**config.mk**
```make
export PLATFORM = sky130hd
export DESIGN_NAME = regfile_wb_scheduler
export DESIGN_NICKNAME = d
export VERILOG_FILES = /design/src/rtl/regfile_pkg.sv /design/src/rtl/rr_arbiter2.sv /design/src/rtl/regfile_wb_scheduler.sv
export SDC_FILE = /design/constraint.sdc
export NUM_CORES = 1
export LEC_CHECK = 0
export CAP_MARGIN = 30
export CORE_MARGIN = 8
export CORE_UTILIZATION = 48
export CTS_BUF_LIST = sky130_fd_sc_hd__clkbuf_4
export DETAILED_ROUTE_END_ITERATION = 12
export PLACE_DENSITY = 0.84
export SYNTH_ARGS = -nofsm -noshare
export SYNTH_HDL_FRONTEND = slang
export SYNTH_SLANG_ARGS = --single-unit
```
**constraint.sdc**
```tcl
create_clock -name clock -period 5 [get_ports clock]
set_input_delay 1.5 -clock clock [delete_from_list [all_inputs] [get_ports clock]]
set_output_delay 1.5 -clock clock [all_outputs]
set_load 0.02 [all_outputs]
```
**src/rtl/regfile_pkg.sv**
```systemverilog
// Shared widths, constants and arbiter state encoding for the register-file
// writeback scheduler.
package regfile_pkg;

  localparam int DW    = 32;
  localparam int AW    = 5;
  localparam int NREGS = 2 ** AW;

  localparam logic [AW-1:0] REG_ZERO = '0;

  typedef enum logic {
    PRI0 = 1'b0,
    PRI1 = 1'b1
  } arb_state_t;

endpackage

```
**src/rtl/rr_arbiter2.sv**
```systemverilog
// Two-request round-robin arbiter; the state names the source favoured on
// contention and only moves after a contended grant.
module rr_arbiter2
  import regfile_pkg::*;
(
  input  logic       clock,
  input  logic       reset,
  input  logic [1:0] req,
  output logic [1:0] gnt
);

  arb_state_t r_state;
  arb_state_t w_nextState;

  // Favoured-source register.
  always_ff @(posedge clock or posedge reset) begin
    if (reset) begin
      r_state <= PRI0;
    end else begin
      r_state <= w_nextState;
    end
  end

  // Grants are forced low for as long as reset is held.
  always_comb begin
    w_nextState = r_state;
    gnt         = 2'b00;
    if (!reset) begin
      if (req == 2'b11) begin
        if (r_state == PRI0) begin
          gnt         = 2'b01;
          w_nextState = PRI1;
        end else begin
          gnt         = 2'b10;
          w_nextState = PRI0;
        end
      end else begin
        gnt = req;
      end
    end
  end

endmodule

```
**src/rtl/regfile_wb_scheduler.sv**
```systemverilog
// Shares the register-file write port between the ALU and load writeback
// sources and tracks a per-register pending-write scoreboard.
module regfile_wb_scheduler
  import regfile_pkg::*;
(
  input  logic          clock,
  input  logic          reset,
  input  logic          src0_valid,
  input  logic [AW-1:0] src0_reg,
  input  logic [DW-1:0] src0_data,
  output logic          src0_ready,
  input  logic          src1_valid,
  input  logic [AW-1:0] src1_reg,
  input  logic [DW-1:0] src1_data,
  output logic          src1_ready,
  input  logic          issue_valid,
  input  logic [AW-1:0] issue_reg,
  input  logic [AW-1:0] query_reg1,
  input  logic [AW-1:0] query_reg2,
  output logic          busy1,
  output logic          busy2,
  output logic          stall,
  output logic [AW-1:0] writeReg,
  output logic [DW-1:0] writeData,
  output logic          regWrite,
  output logic          waw_error
);

  logic [1:0]       w_gnt;
  logic             w_wrValid;
  logic [AW-1:0]    w_wrReg;
  logic [DW-1:0]    w_wrData;
  logic             w_wrLive;
  logic             w_issueLive;
  logic [NREGS-1:0] w_busyNext;

  logic [AW-1:0]    r_writeReg;
  logic [DW-1:0]    r_writeData;
  logic             r_regWrite;
  logic [NREGS-1:0] r_busy;
  logic             r_waw;

  rr_arbiter2 u_arb (
    .clock (clock),
    .reset (reset),
    .req   ({src1_valid, src0_valid}),
    .gnt   (w_gnt)
  );

  assign src0_ready  = w_gnt[0];
  assign src1_ready  = w_gnt[1];
  assign w_wrValid   = |w_gnt;
  assign w_wrReg     = w_gnt[1] ? src1_reg  : src0_reg;
  assign w_wrData    = w_gnt[1] ? src1_data : src0_data;
  assign w_wrLive    = w_wrValid && (w_wrReg != REG_ZERO);
  assign w_issueLive = issue_valid && (issue_reg != REG_ZERO);

  // Issue is applied after the writeback clear so a same-edge set wins.
  always_comb begin
    w_busyNext = r_busy;
    if (w_wrLive) begin
      w_busyNext[w_wrReg] = 1'b0;
    end
    if (w_issueLive) begin
      w_busyNext[issue_reg] = 1'b1;
    end
  end

  // Register-zero writes are accepted but leave the write port idle.
  always_ff @(posedge clock or posedge reset) begin
    if (reset) begin
      r_writeReg  <= '0;
      r_writeData <= '0;
      r_regWrite  <= 1'b0;
      r_busy      <= '0;
      r_waw       <= 1'b0;
    end else begin
      r_regWrite <= w_wrLive;
      if (w_wrLive) begin
        r_writeReg  <= w_wrReg;
        r_writeData <= w_wrData;
      end
      r_busy <= w_busyNext;
      if (w_issueLive && r_busy[issue_reg]) begin
        r_waw <= 1'b1;
      end
    end
  end

  assign busy1     = (query_reg1 != REG_ZERO) && r_busy[query_reg1];
  assign busy2     = (query_reg2 != REG_ZERO) && r_busy[query_reg2];
  assign stall     = busy1 | busy2;
  assign writeReg  = r_writeReg;
  assign writeData = r_writeData;
  assign regWrite  = r_regWrite;
  assign waw_error = r_waw;

endmodule

```
==> reports/results.tsv <==
stage	metric	value	unit
detailed_routing	Final ANT Viol Nets	0	
critical_path	Crit. End Element	primary output	
layout	layout cells sized above 1	24.4	%
timing	maximum clock rate	205	MHz
detailed_routing	vias per std cell	5.99	
place	post-placement cell area	5840	um2
critical_path	Critical Path Start Type	input port	
global_routing	grt met3 use	9.20	%
power	Max VDD drop	202	uV
synthesis	EDFF count, synth	0	
global_routing	antenna violations before repair	1	
power	total power	2080	uW
detailed_routing	DR vias	3697	
power	Clock power frac	22.8	%
clock_tree	Num CTS Buffers	9	
clock_tree	CTS Hold Bufs	0	
min_path	worst min-delay path category	reg2reg	
detailed_routing	drt pass-1 iters	5	
global_routing	grt met1 use	23.3	%
layout	most frequent cells in the layout	clkdlybuf4s50_1, dfrtp_1, mux2_2, o21ai_0, mux2i_1	
layout	commonest non-fill, non-tap cell in the layout	clkdlybuf4s50_1	
global_routing	GR Util All Layers	21.5	%
floorplan	Rows	34	
global_routing	largest net degree at the start of global routing	75	
timing	unrepaired setup endpoints after global routing	no	
floorplan	I/O pin total	138	
layout	fin area	6030	um2
clock_tree	Worst-path clk slew	0.13	ns
critical_path	Setup Crit Path Kind	in2out	
timing	Final Hold Vio Count	0	
timing	clk_skew	0.0120	ns
timing	Tmin final	4.88	ns
clock_tree	clock tree buffer depth	2	
synthesis	syn_nets	453	
floorplan	Core Area	8720	um2
synthesis	Synth Area per Inst	12.0	um2
synthesis	top_reg_cell synth	dfrtp_1	
synthesis	ys async rst share	100	%
timing	Final setup viols	0	
clock_tree	H-tree Lvls	3	
synthesis	Netlist cell types	45	
detailed_routing	Routed WL	13200	um
power	power share of the sequential group	40.7	%
power	Comb pwr share	36.5	%
floorplan	Initial Util	49.3	%
place	Final HPWL DP	10100	um
critical_path	critical path data required time	3.50	ns
clock_tree	CTS sink cnt	72	
timing	Slew HR	38.8	%
layout	Syn-to-layout area delta	40.3	%
place	number of buffers added on ports	137	
clock_tree	Clock Latency Late Sink	0.42	ns
power	NetSw	696	uW
floorplan	DIE HEIGHT	111	um
global_routing	vias in the first global route	4088	
synthesis	sequential area share after synthesis	41.9	%
place	routability cong.	0.925	
synthesis	Cell Area, Synth	4300	um2
global_routing	grt met2 use	37.2	%
timing	Pins Over Slew Limit	0	
timing	period utilization	97.5	%
detailed_routing	DRC	0	
layout	Final nets	597	
power	switching share of power	33.5	%
global_routing	Top Usage Layer GRT	met2	
power	internal power	1380	uW
critical_path	r2r setup slk	2.17	ns
global_routing	first-pass GRT wire length	21500	um
critical_path	arrival time worst endpoint	3.38	ns
detailed_routing	drt wl/cell	21.4	um
synthesis	Yosys Warn Count	0	
global_routing	grt total ovfl	0	
synthesis	Yosys reg bits	72	
flow_run	number of max-cap violations	0	
detailed_routing	1st-iter DRT viols	166	
floorplan	DIE WIDTH	111	um
synthesis	Post-Syn Instances	359	
clock_tree	CTS root buf	clkbuf_4	
run_status	status	complete, no violations	
power	PwrDens	345	nW/um2
power	P_leak	0.00242	uW
clock_tree	CTS tree	built	
critical_path	Max FO, Critical Path	7	
floorplan	total die area	12200	um2
timing	Tightest Pin Transition	0.918	ns
[cell families (layout without fill, tap and decap cells)]
logic type                Yosys count  count (layout)  share of synthesized area (%)
xor gates and xnor gates            1               1                          0.204
muxes                             114             114                           32.8
and+or+nand+nor                    53              53                           7.72
buffers and inverters              27             176                           3.03
AOI/OAI and AO/OA                  92              92                           14.4
other                               0               1                              0
DFF                                72              72                           41.9
[metal layers]
layer	share of wire, %	routed length, um
met1	38	5080
met2	50	6620
met3	9.9	1310
met4	1.4	188
met5	0	0
[layout make-up]
cell class / count / area (um2)
diodes: 1 / 2.50
clock buffers: 9 / 67.6
clock inverters: 7 / 120
fillers: 624 / 2690
inverters: 6 / 26.3
multi-input cells: 260 / 2360
flip-flops and latches: 72 / 1800
well taps: 108 / 135
repair buffers: 154 / 1510
[power groups by stage]
| stage | logic, uW | clock network [uW] | registers [uW] |
|---|---|---|---|
| after global routing | 816 | 504 | 861 |
| after global placement | 743 | 0 | 842 |
| after CTS | 762 | 483 | 843 |
| final | 758 | 475 | 846 |
| after detailed placement | 763 | 0 | 852 |
| after floorplan | 386 | 0 | 881 |
[flip-flops by register name (all words and copies together), names as in the netlist]
name / cells
r_busy: 32
regWrite: 1
u_arb.r_state: 1
waw_error: 1
writeData: 32
writeReg: 5
[critical path, cell delays in order]
cell and delay (ns):
dlygate4sd2_1 0.38, mux4_2 0.35, mux2i_1 0.15, nor3b_1 0.07
or4_1 0.52, or2_1 0.24, buf_2 0.16
[synth_stat cells, drive strengths merged (2+ instances only)]
master	count	area, um2
dfrtp	72	1800
mux2	67	758
o21ai	35	175
mux2i	33	334
o31ai	27	216
mux4	14	315
clkbuf	12	45.0
buf	9	62.6
o22ai	9	56.3
nand2	8	37.5
o41ai	7	61.3
inv	6	22.5
nor2	6	22.5
a31oi	5	37.5
nand3b	5	37.5
nor3b	5	37.5
nand2b	4	25.0
nor3	4	20.0
nor4b	4	35.0
nand3	3	15.0
or3b	3	26.3
or4	3	22.5
a21oi	2	10.0
a22o	2	17.5
nor4	2	12.5
o2bb2ai	2	17.5
[path summary, 6_finish.rpt]
check | start | end | depth (start not counted)
worst max-delay path | query_reg1[1] | stall | 7
worst min register to register | r_busy[0]$_DFF_PP0_ | r_busy[0]$_DFF_PP0_ | 0
max in group asynchronous | reset | writeReg[1]$_DFFE_PP0N_ | 3
worst max register to register | u_arb.r_state$_DFFE_PP0P_ | writeData[22]$_DFFE_PP0N_ | 7
worst min-delay path | r_busy[0]$_DFF_PP0_ | r_busy[0]$_DFF_PP0_ | 0
min in group asynchronous | reset | writeData[20]$_DFFE_PP0N_ | 3
[through the flow]
stage / setup WS [ns] / hold slack (ns) / TNS [ns] / cells / util (%)
global placement: -0.639 / 0.368 / -1.46 / 598 / 66.9
global route: 0.0237 / 0.415 / 0 / 617 / 69.1
finish: 0.125 / 0.390 / 0 / 617 / 69.1
floorplan: 0.121 / 0.428 / 0 / 359 / -
CTS: 0.0114 / 0.395 / 0 / 616 / 69.3
detailed placement: -0.681 / 0.365 / -1.62 / 598 / 66.9
[what timing repair did]
item	CTS	global route
endpoints found under the setup margin	3	3
gates resized for setup	14	5
pin swaps	0	0
setup buffers	2	0
Power figures use the tool's default switching activity.
